$ cat src/rtl/axi_ram_bridge.sv
// AXI3 slave to synchronous single-port RAM bridge, one transaction at a time.
// Optional feature macro: AXI_RAM_WRAP_BURST_EN enables WRAP burst addressing.
module axi_ram_bridge #(
  parameter int unsigned RAM_AW = 16
) (
  input  logic              aclk,
  input  logic              aresetn,
  input  logic [3:0]        arid,
  input  logic [31:0]       araddr,
  input  logic [7:0]        arlen,
  input  logic [2:0]        arsize,
  input  logic [1:0]        arburst,
  input  logic [1:0]        arlock,
  input  logic [3:0]        arcache,
  input  logic [2:0]        arprot,
  input  logic              arvalid,
  output logic              arready,
  output logic [3:0]        rid,
  output logic [31:0]       rdata,
  output logic [1:0]        rresp,
  output logic              rlast,
  output logic              rvalid,
  input  logic              rready,
  input  logic [3:0]        awid,
  input  logic [31:0]       awaddr,
  input  logic [7:0]        awlen,
  input  logic [2:0]        awsize,
  input  logic [1:0]        awburst,
  input  logic [1:0]        awlock,
  input  logic [3:0]        awcache,
  input  logic [2:0]        awprot,
  input  logic              awvalid,
  output logic              awready,
  input  logic [3:0]        wid,
  input  logic [31:0]       wdata,
  input  logic [3:0]        wstrb,
  input  logic              wlast,
  input  logic              wvalid,
  output logic              wready,
  output logic [3:0]        bid,
  output logic [1:0]        bresp,
  output logic              bvalid,
  input  logic              bready,
  output logic              ram_en,
  output logic [3:0]        ram_wen,
  output logic [RAM_AW-1:0] ram_addr,
  output logic [31:0]       ram_wdata,
  input  logic [31:0]       ram_rdata
);

  localparam int unsigned LEN_W  = 8;
  localparam int unsigned ID_W   = 4;
  localparam int unsigned DATA_W = 32;

  typedef enum logic [1:0] {IDLE, RD, WR, WRESP} state_t;

  state_t              state, state_nxt;
  logic                prefer_wr;
  logic [ID_W-1:0]     id_q;
  logic [LEN_W-1:0]    len_q;
  logic [RAM_AW-1:0]   addr_q, addr_nxt, addr_inc;
  logic [LEN_W-1:0]    iss_cnt;
  logic                iss_done;
  logic [LEN_W-1:0]    out_cnt;
  logic                rd_pend;
  logic [1:0]          sk_cnt;
  logic [DATA_W-1:0]   sk0, sk1;
  logic                werr;
  logic [1:0]          bresp_q;

  logic                rd_grant, wr_grant, idle;
  logic                r_pop, sk_pop, sk_push, rd_issue, w_fire, w_last_beat, w_err_now;
  logic [1:0]          inflight;

`ifdef AXI_RAM_WRAP_BURST_EN
  logic [1:0]          burst_q;
  logic [RAM_AW-1:0]   wrap_mask;
`endif

  logic unused_inputs;
  assign unused_inputs = ^{arsize, arlock, arcache, arprot, awsize, awlock, awcache,
                           awprot, wid, araddr, awaddr, arburst, awburst};

  // Round-robin grant only matters when both address channels are valid
  assign idle     = (state == IDLE);
  assign rd_grant = arvalid & (~awvalid | ~prefer_wr);
  assign wr_grant = awvalid & ~rd_grant;
  assign arready  = aresetn & idle & rd_grant;
  assign awready  = aresetn & idle & wr_grant;

  // Read return path: skid buffer head first, otherwise RAM data arriving this cycle
  assign rvalid   = (state == RD) & ((sk_cnt != 2'd0) | rd_pend);
  assign rdata    = (sk_cnt != 2'd0) ? sk0 : ram_rdata;
  assign rlast    = rvalid & (out_cnt == len_q);
  assign rid      = id_q;
  assign rresp    = 2'b00;
  assign r_pop    = rvalid & rready;
  assign sk_pop   = r_pop & (sk_cnt != 2'd0);
  assign sk_push  = rd_pend & ~((sk_cnt == 2'd0) & rready);
  assign inflight = sk_cnt + 2'(rd_pend) - 2'(r_pop);
  assign rd_issue = (state == RD) & ~iss_done & (inflight < 2'd2);

  assign wready      = (state == WR);
  assign w_fire      = wready & wvalid;
  assign w_last_beat = (iss_cnt == len_q);
  assign w_err_now   = wlast ^ w_last_beat;

  assign bvalid = (state == WRESP);
  assign bid    = id_q;
  assign bresp  = bresp_q;

  assign ram_en    = rd_issue | w_fire;
  assign ram_wen   = w_fire ? wstrb : 4'b0000;
  assign ram_addr  = addr_q;
  assign ram_wdata = wdata;

  // Next beat address
  always_comb begin
    addr_inc = addr_q + RAM_AW'(1);
    addr_nxt = addr_inc;
`ifdef AXI_RAM_WRAP_BURST_EN
    wrap_mask = RAM_AW'(len_q[3:0]);
    if (burst_q == 2'b10 && (len_q == 8'd1 || len_q == 8'd3 || len_q == 8'd7 || len_q == 8'd15))
      addr_nxt = (addr_q & ~wrap_mask) | (addr_inc & wrap_mask);
`endif
  end

  always_ff @(posedge aclk or negedge aresetn) begin
    if (!aresetn) state <= IDLE;
    else          state <= state_nxt;
  end

  always_comb begin
    state_nxt = state;
    case (state)
      IDLE:    if (arready) state_nxt = RD;
               else if (awready) state_nxt = WR;
      RD:      if (r_pop && rlast) state_nxt = IDLE;
      WR:      if (w_fire && w_last_beat) state_nxt = WRESP;
      WRESP:   if (bready) state_nxt = IDLE;
      default: state_nxt = IDLE;
    endcase
  end

  always_ff @(posedge aclk or negedge aresetn) begin
    if (!aresetn) begin
      prefer_wr <= 1'b0;
      id_q      <= '0;
      len_q     <= '0;
      addr_q    <= '0;
      iss_cnt   <= '0;
      iss_done  <= 1'b0;
      out_cnt   <= '0;
      rd_pend   <= 1'b0;
      sk_cnt    <= 2'd0;
      werr      <= 1'b0;
      bresp_q   <= 2'b00;
`ifdef AXI_RAM_WRAP_BURST_EN
      burst_q   <= 2'b00;
`endif
    end else begin
      rd_pend <= rd_issue;
      sk_cnt  <= sk_cnt - 2'(sk_pop) + 2'(sk_push);
      if (arready) begin
        prefer_wr <= 1'b1;
        id_q      <= arid;
        len_q     <= arlen;
        addr_q    <= araddr[RAM_AW+1:2];
        iss_cnt   <= '0;
        iss_done  <= 1'b0;
        out_cnt   <= '0;
`ifdef AXI_RAM_WRAP_BURST_EN
        burst_q   <= arburst;
`endif
      end
      if (awready) begin
        prefer_wr <= 1'b0;
        id_q      <= awid;
        len_q     <= awlen;
        addr_q    <= awaddr[RAM_AW+1:2];
        iss_cnt   <= '0;
        werr      <= 1'b0;
`ifdef AXI_RAM_WRAP_BURST_EN
        burst_q   <= awburst;
`endif
      end
      if (rd_issue) begin
        addr_q  <= addr_nxt;
        iss_cnt <= iss_cnt + 8'd1;
        if (iss_cnt == len_q) iss_done <= 1'b1;
      end
      if (r_pop) out_cnt <= out_cnt + 8'd1;
      // Any wlast placement other than exactly the final counted beat is an error
      if (w_fire) begin
        addr_q  <= addr_nxt;
        iss_cnt <= iss_cnt + 8'd1;
        werr    <= werr | w_err_now;
        if (w_last_beat) bresp_q <= (werr | w_err_now) ? 2'b10 : 2'b00;
      end
    end
  end

  // Skid storage carries data only, so it needs no reset
  always_ff @(posedge aclk) begin
    if (sk_pop) sk0 <= sk1;
    if (sk_push) begin
      if ((sk_cnt - 2'(sk_pop)) == 2'd0) sk0 <= ram_rdata;
      else                               sk1 <= ram_rdata;
    end
  end

endmodule

$ cat config.mk
export PLATFORM = sky130hd
export DESIGN_NAME = axi_ram_bridge
export DESIGN_NICKNAME = d
export VERILOG_FILES = /design/src/rtl/axi_ram_bridge.sv
export SDC_FILE = /design/constraint.sdc
export NUM_CORES = 1
export LEC_CHECK = 0
export ABC_AREA = 1
export BUFFER_PORTS_ARGS = -buffer_cell sky130_fd_sc_hd__buf_2
export CAP_MARGIN = 30
export CORE_ASPECT_RATIO = 1.2
export CORE_MARGIN = 1.5
export CORE_UTILIZATION = 47
export DETAILED_ROUTE_END_ITERATION = 7
export GPL_ROUTABILITY_DRIVEN = 1
export PLACE_DENSITY = 0.84
export SYNTH_ARGS = -nofsm -noshare
export SYNTH_HDL_FRONTEND = slang
export SYNTH_SLANG_ARGS = --single-unit
$ cat constraint.sdc
create_clock -name aclk -period 4.1 [get_ports aclk]
set_input_delay 0.41 -clock aclk [delete_from_list [all_inputs] [get_ports aclk]]
set_output_delay 0.41 -clock aclk [all_outputs]
set_load 0.01 [all_outputs]
* After elaboration in Yosys (flattened, before gate mapping)
Cells that the tools add are included.
Widths: inputs -> output; s select.
** Word-level totals
- Register bits after elaboration :: 118
- Input port bits :: 196
** Operators by class
- Reductions and logical operators :: 13
- Equal/unequal tests :: 9
- Bitwise logic cells :: 25
- Add/subtract/negate cells :: 7
- Magnitude comparators :: 1
- Multiplexer cells :: 32
** Operators with widths (count)
- $mux 32 :: 4
- $mux 16 :: 4
- $mux 8 :: 7
- $add 16x1->16 const B :: 1
- $add 8x1->8 const B :: 2
- $eq 8x8->1 :: 2
- $and 1x1->1 :: 14
- $mux 2 :: 6
- $mux 4 :: 3
- $pmux 2 s4 :: 1
- $reduce_bool 2->1 :: 4
- $mux 1 :: 7
- $logic_not 2->1 :: 3
- $ne 2x1->1 const B :: 3
- $not 1->1 :: 6
- $add 2x1->2 :: 2
- $eq 2x2->1 const B :: 2
- $or 1x1->1 :: 4
- $reduce_and 2->1 :: 2
- $reduce_and 4->1 :: 1
- $reduce_bool 4->1 :: 1
- $sub 2x1->2 :: 2
- $ne 3x3->1 const B :: 1
- $eq 2x1->1 const B :: 1
- 3 further kinds :: 4

* Longest topological paths before layout
Gate-level depths: netlist of the first run.
- Depth in word-level cells :: 9
- Gate-level depth with buffers :: 17
- Mapped depth without buffers :: 16

* Least setup slack after synthesis of the first run
No wires, ideal clock.
- Path type :: register to register
- Start point :: reg sk_cnt[1]
- End point :: reg sk1[0] (enable)
- Slack :: 0.651 ns
- Setup time :: 0.421 ns
- Cell stages (with the launch flop) :: 10
- Buffers on the path :: 1
- Arrival time :: 3.028 ns
- Cells stage by stage :: dfrtp_1 > nor2_4 > a21oi_4 > nand2_4 > nor2_8 > buf_4 > ha_1 > xor2_1 > nor2_1 > nor2_1
** On the way
- Word-level cells in the longest chain between the ends :: 9
- Elaborated cells on any way between the ends :: 13
** Ends and longest elaborated chain
- start: declaration :: RTL line 66 : logic [1:0] sk_cnt;
- start signal: assignment :: RTL line 163 : sk_cnt <= sk_cnt - 2'(sk_pop) + 2'(sk_push);
- $reduce_bool 2->1 :: RTL line 92 : assign rvalid = (state == RD) & ((sk_cnt != 2'd0) | rd_pend);
- $or 1x1->1 :: RTL line 92
- $and 1x1->1 :: RTL line 92
- named net rvalid :: RTL line 22 : output logic rvalid,
- $and 1x1->1 :: RTL line 97 : assign r_pop = rvalid & rready;
- $and 1x1->1 :: RTL line 98 : assign sk_pop = r_pop & (sk_cnt != 2'd0);
- $sub 2x1->2 :: RTL line 207 : if ((sk_cnt - 2'(sk_pop)) == 2'd0) sk0 <= ram_rdata;
- $logic_not 2->1 :: RTL line 207
- $not 1->1 (no line)
- $reduce_and 2->1 (no line)
- end signal: assignment :: RTL line 208 : else sk1 <= ram_rdata;
- end: declaration :: RTL line 67 : logic [DATA_W-1:0] sk0, sk1;
The timed path passes the listed nets, and every way through them passes these cells.
A chain may end at the register's enable or synchronous reset.

* Final worst setup path of the first run
- Start point :: reg state[1]
- End point :: out ram_en
** On the way
- Word-level cells in the longest chain between the ends :: 7
- Elaborated cells on any way between the ends :: 10
** Ends and longest elaborated chain
- start: declaration :: RTL line 57 : state_t state, state_nxt;
- start signal: assignment :: RTL line 130 : else state <= state_nxt;
- $eq 2x1->1 :: RTL line 92, 101
- $and 1x1->1 :: RTL line 92
- $and 1x1->1 :: RTL line 97
- $sub 2x1->2 :: RTL line 100 : assign inflight = sk_cnt + 2'(rd_pend) - 2'(r_pop);
- $lt 2x2->1 :: RTL line 101 : assign rd_issue = (state == RD) & ~iss_done & (inflight < 2'd2);
- $and 1x1->1 :: RTL line 101
- $or 1x1->1 * :: RTL line 112 : assign ram_en = rd_issue | w_fire;
- end: declaration :: RTL line 44 : output logic ram_en,
Mark *: on every way between the ends. The rest lies on a longest branch, timed or not.

==> out/metrics.csv, run 1 <==
metric;value;unit
HP Class;input port to flop;
via/cell ratio;5.056;
Total GRT Usage;0.2189;
DRC;0;
synthesis warning total;0;
worst skew pair latency;0.42;ns
R2R Path Start;state[1];
Clock Tree Buf Depth;2;
critical path type;flop to output port;
TritonCTS buffer count;17;
Max IR drop VDD;462.6;uV
final hold vios;0;
sequential area share after synthesis;0.4565;
drt total wl;15450;um
critical path peak fanout;21;
Crit. End Element;output port;
CTS tree;built;
worst setup margin;0.8795;ns
port bufs;167;
P_int;3.585;mW
flops & latches, synth;117;
Setup Total Neg Slack;0;ns
# placed instances;1101;
syn_area_per_cell;7.727;um^2
core region area;0.01330;mm^2
Req. time, crit path;3.69;ns
DRT Pass-1 Iters;5;
DRT antenna net count;0;
P_sw;2.473;mW
Endpoint, Worst Hold;sk1[31];
worst hold slack;0.1909;ns
DR iter-0 viols;319;
FILL cells;1179;
Nets;1154;
die width;109.6;um
DR vias;5729;
hold path depth;1;
ys async rst share;0.4530;
total gr overflow;0;
fin crit share;0.7855;
most common cell after layout, fill and taps aside;nand2_1;
Reg power frac;0.336;
multi-input logic area;0.002764;mm^2
R2R Setup Slk;1.13;ns
PD cells;793.1;mW/mm^2
slew margin rel.;0.5210;
CP Launch Type;flop;
IO Pins;299;
htree depth;4;
worst slew pin tran;0.7185;ns
Layout Skew;0.009075;ns
switching part of the total power;0.4083;
vias in the first global route;5094;
largest net degree at the start of global routing;55;
max-slew violation count;0;
R2R depth;14;
Clk Tree Root Cell;clkbuf_16;
HPWL Detailed;10350;um
Rows;46;
first-pass GRT wire length;24120;um
Max Cap Viol;0;
Post-Syn Area;0.006414;mm^2
ys flop type;dfrtp_1;
critical path data arrival time;2.81;ns
DR WL/cell;13.63;um
worst reg2reg endpoint;ram_addr[5];
layout cells sized above 1;0.2365;
FMAX;310.5;MHz
Post-CTS Setup Bufs;0;
min-delay src;ram_rdata[31];
initial antenna violation count;1;
sequential cell area;0.002928;mm^2
clock power share;0.252;
GP Congestion;0.8521;
combinational power share;0.411;
setup violators final;0;
outcome;completed;
post-CTS resize count;0;
DP Worst Slack;1.159;ns
RSZ-0062 raised after global routing;no;
Post-Syn Instances;830;
synth unique cells;40;
Clock Pin Slew Worst Setup and Hold Paths;0.06;ns
most frequent cells in the layout;nand2_1, buf_2, nor2_1;
Leak;3.832;nW
Area Overhead vs Synth;19.10;%
Die Span Y;131.0;um
hold_buf cts;0;
Starting Density;0.4824;
die area;0.01436;mm^2
Post-synth EDFFs;32;
Num Clock Sinks;117;
final worst path period need;3.221;ns
post-route insts no fill;1133;
[sequential cells by signal, indices dropped and copies added (netlist names)]
register / cells
sk1: 32
ram_addr: 16
bresp: 1
werr: 1
iss_cnt: 8
prefer_wr: 1
iss_done: 1
rd_pend: 1
state: 2
sk0: 32
out_cnt: 8
len_q: 8
bid: 4
sk_cnt: 2
[worst max-delay path by stage]
stage	start	end	slack, ns
global placement	state[1]	ram_addr[5]	1.19
global route	state[1]	ram_en	0.67
floorplan	sk_cnt[1]	sk1[0]	0.65
CTS	state[1]	ram_en	0.88
finish	state[1]	ram_en	0.88
detailed placement	state[1]	ram_addr[5]	1.16
[synthesized netlist by cell type (8+ instances only)]
library cell / n / area, um^2
xnor2_1: 9 / 78.83
o21ai_0: 24 / 120.1
inv_2: 8 / 30.03
buf_2: 9 / 45.04
a31oi_1: 33 / 206.5
edfxtp_1: 32 / 960.9
xor2_1: 17 / 148.9
dfrtp_1: 53 / 1326
buf_4: 47 / 352.8
nand3_1: 48 / 240.2
dfxtp_1: 32 / 640.6
nand2_1: 310 / 1164
nor2_1: 71 / 266.5
inv_1: 57 / 214.0
[through the flow]
step           total power [mW]  cell area, um^2    util
2_1_floorplan             3.820             6421       -
3_3_place_gp              4.461             7024  0.5283
3_5_place_dp              4.539             7024  0.5283
4_1_cts                   6.104             7636  0.5743
5_1_grt                   6.527             7636  0.5743
6_report                  6.058             7639  0.5745
[per-layer routing]
layer,wire length (um),GRT usage
met3,1174,0.06498
met4,292,0.09855
met2,7672,0.3716
met1,6306,0.2542
met5,0,0
[layout make-up]
cell class / count / area share
sequential: 117 / 0.3833
multi-input combinational: 580 / 0.3618
timing repair buffer: 171 / 0.1150
clock buffer: 18 / 0.05749
inverter: 65 / 0.03194
tap: 168 / 0.02752
clock inverter: 13 / 0.02260
antenna: 1 / 0.0003276
[cell families (layout without fill, tap and decap cells)]
family | Yosys count | after routing | share of synthesized area
simple gates | 457 | 457 | 0.2973
buf+inv | 135 | 267 | 0.1141
flops | 117 | 117 | 0.4565
compound gates | 88 | 88 | 0.08428
xor+xnor | 26 | 26 | 0.03551
fa+ha+maj | 6 | 6 | 0.01170
other cells | 1 | 4 | 0.0005847
[worst max-delay path, stage by stage, from the launching register on]
cell and delay [ns]:
dfrtp_1 0.45, nor2_4 0.17, inv_2 0.07, a21oi_4 0.18, nand2_4 0.13, inv_1 0.20
ha_1 0.27, nor2_1 0.13, inv_1 0.05, nand2_1 0.07, nand3_2 0.09, nand2_2 0.38
buf_2 0.22
[power groups by stage]
| stage | clock network (mW) | registers, mW | logic [mW] |
|---|---|---|---|
| 5_1_grt | 1.60 | 2.10 | 2.83 |
| 2_1_floorplan | 0 | 2.01 | 1.81 |
| 3_5_place_dp | 0 | 2.04 | 2.50 |
| 4_1_cts | 1.56 | 2.03 | 2.51 |
| 6_report | 1.53 | 2.04 | 2.49 |
| 3_3_place_gp | 0 | 2.03 | 2.43 |
Power figures use the tool's default switching activity.
==> run 2: changes to the inputs <==
==> constraint.sdc (replaced) <==
create_clock -name aclk -period 3.3 [get_ports aclk]
set_input_delay 0.33 -clock aclk [delete_from_list [all_inputs] [get_ports aclk]]
set_output_delay 0.33 -clock aclk [all_outputs]
set_load 0.01 [all_outputs]
==> run 2 against run 1 <==
  * Power is 25% higher
  * Core utilization is 0.085 points higher
  * Combinational power increased by 27%
  * Global-route usage up 1.2 points
  * Die area stayed put
  * Clock power grew 23%
  * Non-clock buffer count up 3
  * Flip-flop and latch count unchanged
  * Sequential power increased by 24%
  * First-iteration DRC count rose by 50%
  * Worst setup slack worse by 0.71 ns
  * Via count increased by 1.7%
  * Critical endpoint unchanged
  * Largest cell class unchanged
==> out/metrics.csv, run 2 (synthesized netlist as in run 1, its figures left out) <==
metric;value;unit;change
outcome;completed;;unchanged
Post-CTS Setup Bufs;0;;unchanged
Total GRT Usage;0.2309;;was 0.2189
P_sw;3.113;mW;was 2.473 mW
via/cell ratio;5.130;;was 5.056
Req. time, crit path;2.97;ns;was 3.69 ns
HPWL Detailed;10790;um;was 10350 um
Max IR drop VDD;492.8;uV;was 462.6 uV
layout cells sized above 1;0.2397;;was 0.2365
CTS tree;built;;unchanged
hold_buf cts;0;;unchanged
fin area;0.007650;mm^2;was 0.007639 mm^2
most frequent cells in the layout;nand2_1, buf_2, nor2_1;;unchanged
Starting Density;0.4824;;unchanged
final hold vios;0;;unchanged
critical path type;flop to output port;;unchanged
Rows;46;;unchanged
Setup Total Neg Slack;0;ns;unchanged
Finished Core Util;0.5754;;was 0.5745
max-slew violation count;0;;unchanged
critical path data arrival time;2.80;ns;was 2.81 ns
worst slew pin tran;0.6964;ns;was 0.7185 ns
critical path peak fanout;13;;was 21
# placed instances;1104;;was 1101
port bufs;167;;unchanged
post-CTS resize count;0;;unchanged
multi-input logic area;0.002774;mm^2;was 0.002764 mm^2
Tot Pwr;7.557;mW;was 6.058 mW
Clock Tree Buf Depth;2;;unchanged
worst hold slack;0.09009;ns;was 0.1909 ns
Leak;3.835;nW;was 3.832 nW
Area Overhead vs Synth;19.27;%;was 19.10%
die width;109.6;um;unchanged
combinational power share;0.417;;was 0.411
Clk Tree Root Cell;clkbuf_16;;unchanged
final worst path period need;3.134;ns;
fin crit share;0.9497;;
largest stage delay on the critical path;0.45;ns;about the same
cell area after placement;0.007039;mm^2;was 0.007024 mm^2
setup violators final;0;;unchanged
switching part of the total power;0.4120;;was 0.4083
RSZ-0062 raised after global routing;no;;unchanged
GP Congestion;0.8840;;was 0.8521
P_int;4.444;mW;was 3.585 mW
largest net degree at the start of global routing;65;;was 55
DR iter-0 viols;477;;was 319
DP Worst Slack;0.4082;ns;was 1.159 ns
Die Span Y;131.0;um;unchanged
FILL cells;1188;;was 1179
sequential cell area;0.002928;mm^2;unchanged
DR WL/cell;14.05;um;was 13.63 um
Crit. End Element;output port;;unchanged
worst setup margin;0.1661;ns;was 0.8795 ns
Num Clock Sinks;117;;unchanged
drt total wl;15960;um;was 15450 um
FMAX;319.1;MHz;
initial antenna violation count;0;;was 1
vias in the first global route;5357;;was 5094
Nets;1157;;was 1154
Layout Skew;0.009711;ns;was 0.009075 ns
DRT Pass-1 Iters;5;;unchanged
htree depth;4;;unchanged
slew margin rel.;0.5358;;was 0.5210
Antenna Cells;0;;was 1
HP Class;input port to async pin;;was input port to flop
CP cell instances;nor2_4 > inv_2 > a21oi_4 > nand2_4 > inv_1 > ha_1 > nor2_1 > inv_1 > nand2_1 > nand3_2 > nand2_4 > buf_4 > buf_2;;was nor2_4 > inv_2 > a21oi_4 > nand2_4 > inv_1 > ha_1 > nor2_1 > inv_1 > nand2_1 > nand3_2 > nand2_2 > buf_2
clock power share;0.248;;was 0.252
core region area;0.01330;mm^2;unchanged
first-pass GRT wire length;25580;um;was 24120 um
worst skew pair latency;0.41;ns;was 0.42 ns
Max Cap Viol;0;;unchanged
IO Pins;299;;unchanged
Reg power frac;0.334;;was 0.336
PD cells;987.9;mW/mm^2;was 793.1 mW/mm^2
total gr overflow;0;;unchanged
CP Launch Type;flop;;unchanged
most common cell after layout, fill and taps aside;nand2_1;;unchanged
crit path max-delay cell type;dfrtp_1;;unchanged
DRC;0;;unchanged
die area;0.01436;mm^2;unchanged
DR vias;5828;;was 5729
DRT antenna net count;0;;unchanged
Clock Pin Slew Worst Setup and Hold Paths;0.06;ns;about the same
TritonCTS buffer count;17;;unchanged
post-route insts no fill;1136;;was 1133
R2R depth;14;;unchanged
## run 2: layout make-up
class | instances | area share
flip-flops and latches | 117 | 0.3827
multi-input cells | 580 | 0.3626
repair buffers | 174 | 0.1161
clock buffers | 17 | 0.05561
inverters | 65 | 0.03189
well taps | 168 | 0.02748
clock inverters | 15 | 0.02355
## run 2: final timing paths
path                                     from  slack (ns)     endpoint
worst max-delay path                 state[1]        0.17       ram_en
worst min-delay path                  aresetn        0.09   iss_cnt[2]
worst max register to register       state[1]        0.49  ram_addr[1]
worst min register to register        sk0[26]        0.47      sk0[26]
max in group asynchronous             aresetn        2.76   out_cnt[3]
min in group aclk               ram_rdata[27]        0.12      sk1[27]
## run 2: power by group through the flow
stage               clock, mW  sequential (mW)  combinational (mW)
floorplan                   0             2.50                2.25
global placement            0             2.52                3.04
detailed placement          0             2.53                3.15
CTS                      1.91             2.52                3.17
global route             1.98             2.60                3.58
finish                   1.88             2.53                3.15
## run 2: worst max-delay path: cells and delay by family (launching register included)
family | cells | cell delay, ns
adders and majority gates | 1 | 0.27
and+or+nand+nor | 6 | 0.81
AOI/OAI and AO/OA | 1 | 0.18
buffers and inverters | 5 | 0.66
DFF | 1 | 0.45
## run 2: layer usage
layer  GRT usage  part of all wire  up-vias
met5           0                 0        -
met4      0.1199             0.025        0
met3     0.05060             0.056       32
met2      0.3661              0.49      199
met1      0.2952              0.43     2724
li1            -                 -     2873
==> run 3: changes to the inputs <==
--- a/config.mk
+++ b/config.mk
@@ -10,10 +10,11 @@
 export CAP_MARGIN = 30
 export CORE_ASPECT_RATIO = 1.2
 export CORE_MARGIN = 1.5
-export CORE_UTILIZATION = 47
+export CORE_UTILIZATION = 43
+export CTS_CLUSTER_SIZE = 40
 export DETAILED_ROUTE_END_ITERATION = 7
 export GPL_ROUTABILITY_DRIVEN = 1
-export PLACE_DENSITY = 0.84
+export PLACE_DENSITY = 0.81
 export SYNTH_ARGS = -nofsm -noshare
 export SYNTH_HDL_FRONTEND = slang
 export SYNTH_SLANG_ARGS = --single-unit
==> constraint.sdc (replaced) <==
create_clock -name aclk -period 2.57 [get_ports aclk]
set_input_delay 0.257 -clock aclk [delete_from_list [all_inputs] [get_ports aclk]]
set_output_delay 0.257 -clock aclk [all_outputs]
set_load 0.01 [all_outputs]
==> run 3 against run 2 <==
  * Sequential share of layout area is 1.2 points lower
  * Power is 34% higher
  * Sequential power is 28% higher
  * Highest routed layer is now met5
  * Clock-buffer cell count is 1 higher
==> out/metrics.csv, run 3 (synthesized netlist as in run 1, its figures left out) <==
metric;value;unit;change
P_sw;4.037;mW;was 3.113 mW
worst hold slack;0.05324;ns;was 0.09009 ns
Leak;3.945;nW;was 3.835 nW
drt total wl;15670;um;was 15960 um
final worst path period need;2.443;ns;
Clock Pin Slew Worst Setup and Hold Paths;0.06;ns;about the same
sequential cell area;0.002929;mm^2;was 0.002928 mm^2
layout cells sized above 1;0.2556;;was 0.2397
Clock Tree Buf Depth;2;;unchanged
fin crit share;0.9506;;
hold_buf cts;0;;unchanged
Tot Pwr;10.10;mW;was 7.557 mW
most frequent cells in the layout;nand2_1, buf_2, nor2_1;;unchanged
Starting Density;0.4431;;was 0.4824
slew margin rel.;0.5454;;was 0.5358
final hold vios;0;;unchanged
clock power share;0.256;;was 0.248
Num Clock Sinks;117;;unchanged
DRT Pass-1 Iters;6;;was 5
max-slew violation count;0;;unchanged
initial antenna violation count;1;;was 0
DRC;0;;unchanged
Max IR drop VDD;560.8;uV;was 492.8 uV
DR WL/cell;13.26;um;was 14.05 um
setup violators final;0;;unchanged
critical path data arrival time;2.19;ns;was 2.80 ns
Reg power frac;0.320;;was 0.334
HPWL Detailed;10620;um;was 10790 um
Antenna Cells;0;;unchanged
IO Pins;299;;unchanged
TritonCTS buffer count;17;;unchanged
HP Class;input port to flop;;was input port to async pin
multi-input logic area;0.002786;mm^2;was 0.002774 mm^2
critical path type;flop to output port;;unchanged
first-pass GRT wire length;25790;um;was 25580 um
P_int;6.058;mW;was 4.444 mW
DR iter-0 viols;359;;was 477
Layout Skew;0.01372;ns;was 0.009711 ns
via/cell ratio;4.956;;was 5.130
Crit. End Element;output port;;unchanged
Rows;48;;was 46
most common cell after layout, fill and taps aside;nand2_1;;unchanged
cell area after placement;0.007179;mm^2;was 0.007039 mm^2
vias in the first global route;5638;;was 5357
RSZ-0062 raised after global routing;yes;;was no
port bufs;167;;unchanged
worst slew pin tran;0.6819;ns;was 0.6964 ns
critical path peak fanout;30;;was 13
PD cells;1278;mW/mm^2;was 987.9 mW/mm^2
total gr overflow;0;;unchanged
FILL cells;1305;;was 1188
combinational power share;0.424;;was 0.417
fin area;0.007899;mm^2;was 0.007650 mm^2
Clk Tree Root Cell;clkbuf_16;;unchanged
GP Congestion;0.8774;;was 0.8840
largest net degree at the start of global routing;65;;unchanged
Die Span Y;136.8;um;was 131.0 um
core region area;0.01447;mm^2;was 0.01330 mm^2
htree depth;4;;unchanged
switching part of the total power;0.3999;;was 0.4120
die width;114.5;um;was 109.6 um
Setup Total Neg Slack;0;ns;unchanged
DP Worst Slack;0.03438;ns;was 0.4082 ns
worst setup margin;0.1269;ns;was 0.1661 ns
Req. time, crit path;2.31;ns;was 2.97 ns
Max Cap Viol;0;;unchanged
FMAX;409.3;MHz;
Nets;1171;;was 1157
Total GRT Usage;0.2071;;was 0.2309
worst skew pair latency;0.41;ns;about the same
CTS tree;built;;unchanged
CP Launch Type;flop;;unchanged
outcome;completed;;unchanged
DRT antenna net count;0;;unchanged
Area Overhead vs Synth;23.16;%;was 19.27%
DR vias;5858;;was 5828
die area;0.01566;mm^2;was 0.01436 mm^2
run 3: cell count changes in the layout (fill, tap and decap cells not counted), moves of 2 or more:
cell | previous run | this run
buf_12 | 0 | 3
buf_4 | 7 | 17
buf_6 | 0 | 2
clkinvlp_4 | 6 | 3
nor2_1 | 70 | 68
nor2_2 | 1 | 3
run 3: power groups by stage:
stage	Sequential [mW]	Combinational (mW)	Clock, mW
2_1_floorplan	3.21	2.91	0
3_3_place_gp	3.23	4.01	0
3_5_place_dp	3.24	4.14	0
4_1_cts	3.22	4.23	2.61
5_1_grt	3.31	4.83	2.71
6_report	3.23	4.28	2.58
run 3: path summary, 6_finish.rpt:
path	slack (ns)	depth (start not counted)	endpoint	from
max in group asynchronous	2.03	2	state[1]	aresetn
setup reg to reg	0.23	14	iss_cnt[6]	state[1]
min in group asynchronous	0.06	2	ram_addr[14]	aresetn
hold reg to reg	0.47	2	sk0[31]	sk0[31]
hold / removal	0.05	3	bid[1]	awid[1]
setup / recovery	0.13	7	awready	state[0]
run 3: cell type report:
type                       count  area share
sequential                   117      0.3708
multi-input combinational    580      0.3528
timing repair buffer         188      0.1318
clock buffer                  18     0.05703
tap                          200     0.03168
inverter                      65     0.03105
clock inverter                14     0.02487
run 3: through the flow:
step	utilization	instances
floorplan	-	832
global placement	0.4960	1143
detailed placement	0.4960	1143
CTS	0.5427	1178
global route	0.5457	1182
finish	0.5457	1182
run 3: critical path, stage by stage, from the launching register on:
cell and delay (ns):
dfrtp_1 0.39, buf_4 0.15, nor2_2 0.15, nand2_2 0.12, nor2_4 0.19, nand2_4 0.19
clkinv_2 0.36, buf_2 0.21
run 3: routing by layer:
layer | vias up | global-route usage | wire length, um
met5 | - | 0 | 12
met4 | 2 | 0.07014 | 223
met3 | 22 | 0.05536 | 861
met2 | 192 | 0.3616 | 7848
met1 | 2744 | 0.2462 | 6723
li1 | 2898 | - | -
run 3: what timing repair did:
item                       in CTS  in global routing
setup buffers                   3                  4
setup endpoints to repair       1                 18
resized for setup               2                  5
pin swaps                       2                  3
